File: src/rtl/hamming_tx_serializer_pkg.sv
// Shared definitions for the Hamming(7,4) transmit and receive blocks: FSM states,
// the encoder and the Hamming-position to codeword-bit mapping.
package hamming_tx_serializer_pkg;

    typedef enum logic [2:0] {
        ST_IDLE  = 3'd0,
        ST_LOAD  = 3'd1,
        ST_START = 3'd2,
        ST_DATA  = 3'd3,
        ST_STOP  = 3'd4
    } tx_state_t;

    localparam logic [2:0] LAST_DATA_IDX = 3'd6;

    // x[3]=x0 .. x[0]=x3; result is {p0,p1,x0,p2,x1,x2,x3}
    function automatic logic [6:0] hamming74_encode(input logic [3:0] x);
        logic x0, x1, x2, x3;
        x0 = x[3];
        x1 = x[2];
        x2 = x[1];
        x3 = x[0];
        return {x0 ^ x1 ^ x3, x0 ^ x2 ^ x3, x0, x1 ^ x2 ^ x3, x1, x2, x3};
    endfunction

    // Hamming position 1..7 maps to codeword bit 6..0; position 0 is never flipped.
    function automatic logic [2:0] pos_to_bit(input logic [2:0] pos);
        return 3'd7 - pos;
    endfunction

    function automatic logic [6:0] error_mask(input logic en, input logic [2:0] pos);
        logic [6:0] mask;
        mask = '0;
        if (en && (pos != 3'd0)) begin
            mask = 7'b1 << pos_to_bit(pos);
        end
        return mask;
    endfunction

endpackage

File: src/rtl/hamming_tx_serializer_btn_debounce.sv
// Button conditioner: 2-FF synchronizer, stability counter and a one-cycle pulse
// on each accepted rising edge of the debounced level.
module btn_debounce #(
    parameter int DEBOUNCE_CYCLES = 1000
) (
    input  logic clk,
    input  logic rst,
    input  logic btn,
    output logic pulse
);
    localparam int CW = (DEBOUNCE_CYCLES > 1) ? $clog2(DEBOUNCE_CYCLES) : 1;
    localparam logic [CW-1:0] CNT_LAST = CW'(DEBOUNCE_CYCLES - 1);

    logic [1:0]    sync_q;
    logic          stable_q;
    logic [CW-1:0] cnt_q;
    logic          accept;

    // The synchronized level must differ from the accepted one for DEBOUNCE_CYCLES edges.
    assign accept = (sync_q[1] != stable_q) && (cnt_q == CNT_LAST);

    always_ff @(posedge clk or posedge rst) begin
        if (rst) begin
            sync_q   <= 2'b00;
            stable_q <= 1'b0;
            cnt_q    <= '0;
            pulse    <= 1'b0;
        end else begin
            sync_q <= {sync_q[0], btn};
            pulse  <= accept && sync_q[1];
            if (sync_q[1] == stable_q) begin
                cnt_q <= '0;
            end else if (accept) begin
                stable_q <= sync_q[1];
                cnt_q    <= '0;
            end else begin
                cnt_q <= cnt_q + 1'b1;
            end
        end
    end

endmodule

File: src/rtl/hamming_tx_serializer.sv
// Latches DIP data on a debounced press, Hamming(7,4)-encodes it with optional
// single-bit error injection and shifts the frame out as start + 7 data + stop.
module hamming_tx_serializer
    import hamming_tx_serializer_pkg::*;
#(
    parameter int DEBOUNCE_CYCLES = 1000,
    parameter int BIT_CYCLES      = 16
) (
    input  logic       clk,
    input  logic       rst,
    input  logic [1:0] Push_button,
    input  logic [7:0] DIP_switch,
    output logic [6:0] codeword,
    output logic       tx_serial,
    output logic       tx_busy,
    output logic       frame_done,
    output logic [9:0] LEDs
);
    localparam int TW = (BIT_CYCLES > 1) ? $clog2(BIT_CYCLES) : 1;
    localparam logic [TW-1:0] T_LAST = TW'(BIT_CYCLES - 1);

    tx_state_t     state_q, state_n;
    logic [TW-1:0] timer_q, timer_n;
    logic [2:0]    idx_q, idx_n;
    logic [6:0]    cw_q;
    logic          err_q;
    logic          ser_q, ser_n;
    logic          busy_q;
    logic          done_q, done_n;
    logic          led_ser_q;
    logic          send;
    logic          bit_end;
    logic          unused_btn;

    assign unused_btn = Push_button[1];

    btn_debounce #(
        .DEBOUNCE_CYCLES(DEBOUNCE_CYCLES)
    ) u_debounce (
        .clk   (clk),
        .rst   (rst),
        .btn   (Push_button[0]),
        .pulse (send)
    );

    assign bit_end = (timer_q == T_LAST);

    always_comb begin
        state_n = state_q;
        timer_n = timer_q;
        idx_n   = idx_q;
        done_n  = 1'b0;
        unique case (state_q)
            ST_IDLE: begin
                if (send) state_n = ST_LOAD;
            end
            ST_LOAD: begin
                state_n = ST_START;
                timer_n = '0;
                idx_n   = '0;
            end
            ST_START: begin
                if (bit_end) begin
                    timer_n = '0;
                    idx_n   = '0;
                    state_n = ST_DATA;
                end else begin
                    timer_n = timer_q + 1'b1;
                end
            end
            ST_DATA: begin
                if (bit_end) begin
                    timer_n = '0;
                    if (idx_q == LAST_DATA_IDX) state_n = ST_STOP;
                    else                        idx_n   = idx_q + 3'd1;
                end else begin
                    timer_n = timer_q + 1'b1;
                end
            end
            ST_STOP: begin
                if (bit_end) begin
                    timer_n = '0;
                    state_n = ST_IDLE;
                    done_n  = 1'b1;
                end else begin
                    timer_n = timer_q + 1'b1;
                end
            end
            default: state_n = ST_IDLE;
        endcase

        // Line level is computed from the next state so the registered output lines up with it.
        unique case (state_n)
            ST_START: ser_n = 1'b0;
            ST_DATA:  ser_n = cw_q[3'd6 - idx_n];
            default:  ser_n = 1'b1;
        endcase
    end

    always_ff @(posedge clk or posedge rst) begin
        if (rst) begin
            state_q   <= ST_IDLE;
            timer_q   <= '0;
            idx_q     <= '0;
            cw_q      <= '0;
            err_q     <= 1'b0;
            ser_q     <= 1'b1;
            busy_q    <= 1'b0;
            done_q    <= 1'b0;
            led_ser_q <= 1'b0;
        end else begin
            state_q   <= state_n;
            timer_q   <= timer_n;
            idx_q     <= idx_n;
            ser_q     <= ser_n;
            busy_q    <= (state_n != ST_IDLE);
            done_q    <= done_n;
            led_ser_q <= ser_n;
            if (state_q == ST_LOAD) begin
                cw_q  <= hamming74_encode(DIP_switch[3:0]) ^ error_mask(DIP_switch[7], DIP_switch[6:4]);
                err_q <= DIP_switch[7] && (DIP_switch[6:4] != 3'd0);
            end
        end
    end

    assign codeword   = cw_q;
    assign tx_serial  = ser_q;
    assign tx_busy    = busy_q;
    assign frame_done = done_q;
    // LED 9 has its own flop so the whole LED bank reads zero while in reset.
    assign LEDs       = {led_ser_q, err_q, busy_q, cw_q};

endmodule

File: config.mk
export PLATFORM = sky130hd
export DESIGN_NAME = hamming_tx_serializer
export DESIGN_NICKNAME = d
export VERILOG_FILES = /design/src/rtl/hamming_tx_serializer_pkg.sv /design/src/rtl/hamming_tx_serializer_btn_debounce.sv /design/src/rtl/hamming_tx_serializer.sv
export SDC_FILE = /design/constraint.sdc
export NUM_CORES = 1
export LEC_CHECK = 0
export BUFFER_PORTS_ARGS = -buffer_cell sky130_fd_sc_hd__buf_4
export CORE_MARGIN = 3
export CORE_UTILIZATION = 55
export DETAILED_ROUTE_END_ITERATION = 8
export PLACE_DENSITY = 0.78
export SLEW_MARGIN = 20
export SYNTH_ARGS = -nofsm -noshare
export SYNTH_HDL_FRONTEND = slang
export SYNTH_SLANG_ARGS = --single-unit
export TNS_END_PERCENT = 100
File: constraint.sdc
create_clock -name clk -period 6.5 [get_ports clk]
set_input_delay 0 -clock clk [delete_from_list [all_inputs] [get_ports clk]]
set_output_delay 0 -clock clk [all_outputs]
set_load 0.03 [all_outputs]
Word-level counts from Yosys, hierarchy flattened
Cells that the tools add are included.

word-level totals
  bits in writable memories = 0
  output and inout bits = 20
  bits in read-only memories = 0
  bits of input ports = 12
  logic and storage cells = 69
  bits in registers = 36
  memories kept = 0
  latch bits = 0

operators by class
  multiply operators = 0
  bitwise operators = 8
  divide/modulo/power cells = 0
  magnitude comparators = 1
  reductions and logical operators = 9
  mux-type cells = 21
  shift operators = 1
  eq/ne operators = 11
  add/subtract/negate cells = 5

operators by type and width
  operator                                             number
  two-way mux 3 bit                                    8
  two-way mux 10 bit                                   2
  case mux 3 bit (5 select lines)                      1
  two-way mux 7 bit                                    2
  == test 3 x 2 -> 1 bit (second input constant)       4
  adder 10 x 1 -> 10 bit (second input constant)       1
  == test 10 bit (second input constant)               1
  case mux 3 bit (3 select lines)                      1
  case mux 4 bit (2 select lines)                      1
  << shifter 1 x 3 -> 7 bit (first input constant)     1
  bitwise XOR 7 bit                                    1
  == test 3 bit (second input constant)                2
  nonzero test 3 bit                                   2
  subtractor 3 bit (first input constant)              2
  bitwise XOR 1 bit                                    6
  adder 4 x 1 -> 4 bit (second input constant)         1
  == test 4 bit (second input constant)                1
  < comparator 3 x 4 -> 1 bit (second input constant)  1
  two-way mux 4 bit                                    1
  adder 3 x 1 -> 3 bit (second input constant)         1
  binary-select mux 1 bit (select 3 bit)               1
  == test 3 x 1 -> 1 bit (second input constant)       1
  logical AND 1 bit                                    3
  logical NOT 3 bit                                    1
  8 further kinds                                      10

Logic depth before layout (Yosys ltp)
Gate-level depths: netlist of the first run.

  word-level depth = 8
  mapped depth = 8
  gate-level depth less buffers = 8

Modules after synthesis
A second synthesis of the first run with hierarchy kept.

unflattened totals
  cells, all modules = 222
  area total of the unflattened synthesis = 2119.5 um^2

modules (own cells, without submodules)
  module                 instances  sequential area each (um^2)  cells an instance  area each (um^2)
  hamming_tx_serializer  1          551.8                        160                1452.6
  btn_debounce           1          350.3                        62                 666.9

Worst setup path before layout of the first run
OpenSTA, ideal clock, no wires.

  path type = reg-to-reg
  start = register idx_q[0]
  end = register led_ser_q
  slack = 4100 ps
  path buffers = 0
  arrival time = 2320 ps
  data required time = 6420 ps
  cell stages (with the launch flop) = 9
  cells stage by stage = dfrtp_1 > inv_1 > ha_1 > nand3b_1 > a2111oi_0 > nor3_4 > mux2i_1 > mux4_2 > o21ai_2

between the ends
  longest elaborated chain between the ends = 8
  elaborated cells between the ends (all ways) = 15
  classes of those cells = 2 x add/sub; 3 x eq/ne; 10 x mux

RTL lines
  item                                                          line                                                      source
  start, declared                                               hamming_tx_serializer.sv:24                               logic [2:0] idx_q, idx_n;
  start signal, assigned                                        hamming_tx_serializer.sv:114                              idx_q <= idx_n;
  adder 3 x 1 -> 3 bit / == test 3 bit (equally long branches)  hamming_tx_serializer.sv:75, hamming_tx_serializer.sv:74
  two-way mux 3 bit *                                           hamming_tx_serializer.sv:74                               if (idx_q == LAST_DATA_IDX) state_n = ST_STOP;
  two-way mux 3 bit *                                           hamming_tx_serializer.sv:72                               if (bit_end) begin
  case mux 3 bit (3 select lines) *                             hamming_tx_serializer.sv:53                               unique case (state_q)
  net idx_n[2]                                                  hamming_tx_serializer.sv:24
  subtractor 3 bit *                                            hamming_tx_serializer.sv:95                               ST_DATA: ser_n = cw_q[3'd6 - idx_n];
  binary-select mux 1 bit (select 3 bit) *                      hamming_tx_serializer.sv:95
  two-way mux 1 bit (implied by the code) *                     hamming_tx_serializer.sv:95
  case mux 1 bit (2 select lines) *                             hamming_tx_serializer.sv:93                               unique case (state_n)
  net ser_n                                                     hamming_tx_serializer.sv:27                               logic ser_q, ser_n;
  end signal, assigned                                          hamming_tx_serializer.sv:118                              led_ser_q <= ser_n;
  end, declared                                                 hamming_tx_serializer.sv:30                               logic led_ser_q;

Mark *: on every way through the listed nets, which the timed path passes. The rest lies on a longest branch. The select of a mux whose other input is x is not followed.
A chain may end at the register's enable or synchronous reset.

Worst setup path in the final report of the first run
  start = register state_q[2]
  end = register led_ser_q

between the ends
  longest elaborated chain between the ends = 6
  elaborated cells between the ends (all ways) = 18
  classes of those cells = 1 x add/sub; 6 x eq/ne; 10 x mux; 1 x reduce/logical

RTL lines
  item                                                                     line                          source
  start, declared                                                          hamming_tx_serializer.sv:22   tx_state_t state_q, state_n;
  start signal, assigned                                                   hamming_tx_serializer.sv:112  state_q <= state_n;
  == test 3 x 2 -> 1 bit / == test 3 x 1 -> 1 bit (equally long branches)  hamming_tx_serializer.sv:53
  case mux 3 bit (3 select lines) *                                        hamming_tx_serializer.sv:53
  net idx_n[2]                                                             hamming_tx_serializer.sv:24
  subtractor 3 bit *                                                       hamming_tx_serializer.sv:95
  binary-select mux 1 bit (select 3 bit) *                                 hamming_tx_serializer.sv:95
  two-way mux 1 bit (implied by the code) *                                hamming_tx_serializer.sv:95
  case mux 1 bit (2 select lines) *                                        hamming_tx_serializer.sv:93
  net ser_n                                                                hamming_tx_serializer.sv:27

Marked as above.

==> summary.md, run 1 <==
| Metric | Value |
|---|---|
| Post-synth cell types | `46` |
| Hold_ws | `~0.027 ns` |
| Compound-Gate Fraction of Synth Area | `between 10 and 15%` |
| Total track usage | `around a fifth` |
| Mapped Cells | `approximately 210` |
| Leakage | `between 0.9 and 1 nW` |
| Adder-cell share of the synthesized area | `between 2 and 2.5%` |
| Critical Path End Type | `flip-flop` |
| Worst-path clk slew | `around 0.07 ns` |
| Status | `complete, no violations` |
| Peak supply drop | `between 0.0001 and 0.00015 V` |
| I/O pin count | `32` |
| Crit Path Class | `flip-flop to flip-flop` |
| Root Driver | `clkbuf_8` |
| Max H-tree Level | `2` |
| Clock latency on the worst-skew pair | `0.29 ns` |
| HPWL after DPL | `between 2000 and 3000 um` |
| Mux contribution to synthesized area | `4.22%` |
| Resize count post-CTS | `0` |
| First-pass DRT Iterations | `5` |
| Share of the synthesized area in the top cell type | `between 40% and 50%` |
| Seq/Total Area, Yosys | `between 40 and 50%` |
| Arr. time, crit path | `about 3 ns` |
| GP Congestion | `0.869` |
| Synth Warn # | `0` |
| Initial antenna violation count | `0` |
| Clock Sinks | `36` |
| Crit share post-route | `approximately 43%` |
| FMAX | `358 MHz` |
| # DRC | `0` |
| Critical path fanouts, max | `21` |
| Fin. Hold Viols | `0` |
| Filler cells | `271` |
| Largest area contributor in the netlist | `dfrtp_1` |
| Syn_area_per_cell | `9.83 um2` |
| Critical Path RT | `6.71 ns` |
| Max cap viols | `0` |
| Area Growth Syn to Fin | `15.6%` |
| Post-Route Setup TNS | `0 ns` |
| Detail Route Antenna Nets | `0` |
| Post-synth top flop | `dfrtp_1` |
| Worst hold path class | `input port to flip-flop` |
| Drt via density | `~5.6` |
| Non-filler cells, final | `275` |
| Via count | `roughly 1500` |
| Largest family of logic cells by synthesized area | `simple AND/OR/NAND/NOR gates` |
| Mapped Area | `~2000 um2` |
| Worst Max-Slew Pin Slew | `slightly above 1 ns` |
| Layout Skew | `approximately 0.0033 ns` |
| Post-layout min period | `between 2 and 3 ns` |
| Clock buffer count from CTS | `5` |
| Fin. max-slew vios | `0` |
| Synth Area in Simple Gates | `approximately 18%` |
| Reg2reg setup slack | `around 3.7 ns` |
| CTS tree | `done` |
| Routed len/inst | `about 14 um` |
| Maximum clock insertion buffer count | `2` |
| Placed cell count | `265` |
| Post-Syn Nets | `221` |
| Ratio of cells with drive above 1 in the final layout | `22.3%` |
| Die Area | `between 4000 and 5000 um2` |
| Count of final setup violators | `0` |
| Starting Density | `between 50% and 60%` |
| IO Port Bufs | `30` |
| Synth Register Bits | `36` |
| Post-synth EDFFs | `0` |
| Grt total ovfl | `0` |
| ANT cells | `0` |
| Count leader, synth | `dfrtp_1` |
| Detailed Route WL | `approximately 3800 um` |
| First-pass GRT wire length | `6620 um` |
| Number of global-route vias before repair | `1429` |
| Pwr per Cell Area | `201 nW/um2` |
| Die width | `roughly 67 um` |
| Top cells by area, synth | `dfrtp_1 43%, nor2_1 5.2%, xor2_1 5.2%` |
| Post-synthesis async set-or-reset flop share | `100%` |
| Post-Synth XOR/XNOR Area | `under 10%` |
| Core ar. | `between 3000 and 4000 um2` |
| Worst relative slew slack | `30.2%` |
| Initial DRC Count | `between 100 and 150` |
| Fin nets | `about 240` |
| Post-synth top cells | `35 x dfrtp_1, 28 x nor2_1, 14 x a21oi_1, 12 x xor2_1, 11 x inv_1` |
| Std-Cell Rows | `21` |
| Critical path launch point type | `flip-flop` |
| RSZ-0062 raised after global routing | `no` |
| Largest net degree at the start of global routing | `37` |
| Die height | `66.5 um` |
## layout make-up
class | instances | area (um2) | area share (%)
multi-input cells | 141 | 950 | 40.8
flip-flops and latches | 36 | 902 | 38.7
inverters | 11 | 41.3 | 1.77
repair buffers | 33 | 253 | 10.8
clock buffers | 7 | 96.3 | 4.14
well taps | 46 | 57.6 | 2.47
clock inverters | 1 | 30.0 | 1.29
## layout by cell type (no fill, tap or decap), types with 4 or more instances in the layout
cell | Yosys | routed
xnor2_1 | 9 | 9
nor2_1 | 28 | 28
nand2_1 | 9 | 9
nor3_1 | 6 | 6
inv_1 | 11 | 11
clkbuf_8 | 2 | 7
xor2_1 | 12 | 12
dfrtp_1 | 35 | 35
o21ai_0 | 6 | 6
nand3_1 | 5 | 5
ha_1 | 4 | 4
buf_4 | 10 | 31
mux2i_1 | 4 | 4
nand4_1 | 5 | 5
a21oi_1 | 14 | 14
## stage by stage
stage          area [um2]  setup slack (ns)  power, W  util, %
5_1_grt              2330              3.48  0.000488     67.7
3_5_place_dp         2180              3.72  0.000259     63.4
2_1_floorplan        2020              4.10  0.000248        -
6_report             2330              3.71  0.000469     67.7
4_1_cts              2330              3.70  0.000474     67.7
3_3_place_gp         2180              3.74  0.000258     63.4
## worst max-delay path, cell delays in order, from the launching register on
cell and delay, ns:
dfrtp_1 0.60, or2b_2 0.44, nor2_1 0.77, nor3_4 0.13
mux2i_1 0.16, mux4_2 0.47, o21ai_2 0.14
## final timing paths
path / startpoint / to / depth (start not counted)
max: state_q[2] / led_ser_q / 6
min: DIP_switch[3] / codeword[4] / 3
max reg2reg: state_q[2] / led_ser_q / 6
min reg2reg: u_debounce.sync_q[0] / u_debounce.sync_q[1] / 0
max in group asynchronous: rst / tx_serial / 4
min in group asynchronous: rst / u_debounce.sync_q[1] / 4
## sequential cells by signal (all words and copies together), names as in the netlist
signal	flops
u_debounce.cnt_q	10
codeword	7
timer_q	4
idx_q	3
state_q	3
u_debounce.sync_q	2
err_q	1
frame_done	1
led_ser_q	1
tx_busy	1
tx_serial	1
u_debounce.pulse	1
u_debounce.stable_q	1
## repair_timing
item | 4_1_cts | 5_1_grt
buffers inserted | 0 | 0
endpoints found under the hold margin | 36 | 0
hold buffers | 2 | 0
## cell families after synthesis
kind of cell / count (synthesis)
mux: 7
xor+xnor: 21
fa+ha+maj: 4
simple gates: 69
flops: 36
buf+inv: 28
compound gates: 40
## report_power, final
part           total [W]  internal (W)  switching [W]  leakage, nW
clock           0.000214      0.000135      0.0000789       0.0645
combinational  0.0000274     0.0000127      0.0000147        0.453
sequential      0.000227      0.000226     0.00000141        0.445
total           0.000469      0.000374      0.0000951        0.963
## routing by layer
metal	global-route usage [%]	wire, um	vias to the layer above
li1	-	-	760
met1	26.3	1730	727
met2	30.4	1840	45
met3	3.88	195	9
met4	9.39	64	0
met5	0	0	-
No activity file was read; power rests on OpenSTA's default activity.
==> run 2: changes to the inputs <==
==> constraint.sdc (replaced) <==
create_clock -name clk -period 2.8 [get_ports clk]
set_input_delay 0 -clock clk [delete_from_list [all_inputs] [get_ports clk]]
set_output_delay 0 -clock clk [all_outputs]
set_load 0.03 [all_outputs]
==> run 2 against run 1 <==
  * Clock skew increased by 0.00087 ns
  * Clock-buffer cell count unchanged
  * Critical path depth increased by 3
  * Sequential power increased by 130%
  * Wire length decreased by 4.2%
  * Register-to-register slack got worse by 3.4 ns
  * Critical endpoint unchanged
==> summary.md, run 2 (synthesis results as in run 1) <==
| Metric | Value |
|---|---|
| Status | `complete, no violations (unchanged)` |
| Drt via density | `5.51 (was 5.60)` |
| Net Sw Power | `0.000213 W (was 0.0000951 W)` |
| Post-Route Setup TNS | `0 ns (unchanged)` |
| Area of the multi-input gates | `950 um2 (unchanged)` |
| Die width | `66.5 um (unchanged)` |
| FF/Latch Area | `902 um2 (unchanged)` |
| Worst-path clk slew | `0.07 ns (about the same)` |
| FMAX | `406 MHz (was 358 MHz)` |
| Clock latency on the worst-skew pair | `0.28 ns (was 0.29 ns)` |
| CP max stage delay | `0.47 ns (was 0.77 ns)` |
| Filler cells | `278 (was 271)` |
| Crit Path Class | `flip-flop to flip-flop (unchanged)` |
| Arr. time, crit path | `2.67 ns (was 3.01 ns)` |
| Top Family by Delay on Critical Path | `compound AO/OA/AOI/OAI gates (was simple AND/OR/NAND/NOR gates)` |
| Ratio of cells with drive above 1 in the final layout | `23.2% (was 22.3%)` |
| Hold Crit Start | `DIP_switch[3] (unchanged)` |
| Most frequent cells in the layout | `35 x dfrtp_1, 35 x buf_4, 28 x nor2_1, 14 x a21oi_1, 12 x xor2_1 (was 35 x dfrtp_1, 31 x buf_4, 28 x nor2_1, 14 x a21oi_1, 12 x xor2_1)` |
| RSZ-0062 raised after global routing | `no (unchanged)` |
| CTS Hold Bufs | `2 (unchanged)` |
| IO Port Bufs | `30 (unchanged)` |
| Number of global-route vias before repair | `1467 (was 1429)` |
| Die height | `66.5 um (unchanged)` |
| Root Driver | `clkbuf_8 (unchanged)` |
| Seq pwr share | `54.6% (was 48.5%)` |
| Fin. max-slew vios | `0 (unchanged)` |
| Internal | `0.000754 W (was 0.000374 W)` |
| Worst setup margin | `0.337 ns (was 3.71 ns)` |
| Detail Route Antenna Nets | `0 (unchanged)` |
| Post-place setup slack | `0.355 ns (was 3.72 ns)` |
| Worst relative slew slack | `69.9% (was 30.2%)` |
| Starting Density | `58.6% (unchanged)` |
| First-pass DRT Iterations | `4 (was 5)` |
| WHS Endpoint | `codeword[4] (unchanged)` |
| Largest net degree at the start of global routing | `37 (unchanged)` |
| Fin util | `67.6% (was 67.7%)` |
| Max H-tree Level | `2 (unchanged)` |
| Pwr per Cell Area | `415 nW/um2 (was 201 nW/um2)` |
| I/O pin count | `32 (unchanged)` |
| Initial DRC Count | `101 (was 104)` |
| CP Buf/Inv Count | `2 (was 0)` |
| Slowest CP cell | `mux4_2 (was nor2_1)` |
| HPWL after DPL | `2660 um (was 2590 um)` |
| Register with the most flip-flops | `u_debounce.cnt_q (unchanged)` |
| Crit path cell chain | `inv_1, ha_1, nand3b_1, a2111oi_0, buf_4, nor3_4, mux2i_1, mux4_2, o21ai_2 (was or2b_2, nor2_1, nor3_4, mux2i_1, mux4_2, o21ai_2)` |
| Leakage | `0.965 nW (was 0.963 nW)` |
| Max cap viols | `0 (unchanged)` |
| Critical path fanouts, max | `5 (was 21)` |
| GP Congestion | `0.826 (was 0.869)` |
| Fin. Hold Viols | `0 (unchanged)` |
| Crit share post-route | `88.0% (was 43.0%)` |
| Fin nets | `248 (was 244)` |
| ANT cells | `0 (unchanged)` |
| Maximum clock insertion buffer count | `2 (unchanged)` |
| Initial antenna violation count | `0 (unchanged)` |
| CTS tree | `done (unchanged)` |
| Reg2reg path depth | `9 (was 6)` |
| Peak supply drop | `0.000428 V (was 0.000134 V)` |
| Core ar. | `3440 um2 (unchanged)` |
| Layout Skew | `0.00417 ns (was 0.00331 ns)` |
| Post-layout min period | `2.46 ns (was 2.79 ns)` |
| Std-Cell Rows | `21 (unchanged)` |
| Max FFs per register | `10 (unchanged)` |
| Reg2reg end | `led_ser_q (unchanged)` |
| Reg2reg setup slack | `0.34 ns (was 3.71 ns)` |
| Critical Path RT | `3.01 ns (was 6.71 ns)` |
| Clock buffer count from CTS | `5 (unchanged)` |
| Area Growth Syn to Fin | `15.5% (was 15.6%)` |
| Switching share of power | `22.0% (was 20.3%)` |
| Critical path launch point type | `flip-flop (unchanged)` |
| Detailed Route WL | `3670 um (was 3830 um)` |
| Critical Path End Type | `flip-flop (unchanged)` |
| Worst Max-Slew Pin Slew | `0.447 ns (was 1.02 ns)` |
| Via count | `1536 (was 1541)` |
| Worst reg2reg startpoint | `idx_q[0] (was state_q[2])` |
| Clock power frac | `38.8% (was 45.7%)` |
| Clock Sinks | `36 (unchanged)` |
| Count of final setup violators | `0 (unchanged)` |
| Total track usage | `19.6% (about the same)` |
| Worst hold path class | `input port to flip-flop (unchanged)` |
| Worst Hold Depth | `3 (unchanged)` |
| Grt total ovfl | `0 (unchanged)` |
| Routed len/inst | `13.1 um (was 13.9 um)` |
| # DRC | `0 (unchanged)` |
| Setup bufs post-CTS | `0 (unchanged)` |
| First-pass GRT wire length | `6650 um (was 6620 um)` |
| Resize count post-CTS | `0 (unchanged)` |
| Die Area | `4430 um2 (unchanged)` |
| Comb power frac | `6.5% (was 5.8%)` |
-- run 2: routing by layer --
metal,global-route usage (%),up-vias,part of all wire [%]
met1,25.1,735,46
met5,0,-,0
met4,7.36,0,1.3
met2,31.8,36,48
li1,-,760,-
met3,5.06,5,4.8
-- run 2: final cells by class --
type                            instances  share of cell area [%]
Clock inverter                          1                   0.323
Timing Repair Buffer                   37                    12.2
Multi-Input combinational cell        141                    40.8
Tap cell                               46                    2.47
Inverter                               11                    1.77
Sequential cell                        36                    38.8
Clock buffer                            7                    3.71
-- run 2: worst min-delay path, cell delays in order --
cell and delay (ns):
buf_4 0.09, xor2_1 0.06, a21oi_1 0.13
-- run 2: how the worst max path moves through the flow --
stage / startpoint / endpoint / cells after the start
2_1_floorplan: idx_q[0] / led_ser_q / 8
3_3_place_gp: idx_q[0] / led_ser_q / 9
6_report: idx_q[0] / led_ser_q / 9
3_5_place_dp: idx_q[0] / led_ser_q / 9
4_1_cts: idx_q[0] / led_ser_q / 9
5_1_grt: idx_q[0] / led_ser_q / 9
-- run 2: power groups by stage --
| stage | Sequential, W | Combinational, W | Clock, W |
|---|---|---|---|
| after global routing | 0.000529 | 0.0000716 | 0.000416 |
| after global placement | 0.000538 | 0.0000614 | 0 |
| after floorplan | 0.000538 | 0.0000372 | 0 |
| final | 0.000528 | 0.0000632 | 0.000375 |
| after CTS | 0.000528 | 0.0000647 | 0.000388 |
| after detailed placement | 0.000538 | 0.0000621 | 0 |
-- run 2: metrics by stage --
stage | area (um2) | instances | hold WS, ns | power (W)
2_1_floorplan | 2020 | 205 | 0.0314 | 0.000575
3_3_place_gp | 2210 | 269 | 0.110 | 0.000599
3_5_place_dp | 2210 | 269 | 0.111 | 0.000600
4_1_cts | 2330 | 279 | 0.0288 | 0.000981
5_1_grt | 2330 | 279 | 0.0391 | 0.00102
6_report | 2330 | 279 | 0.0409 | 0.000967
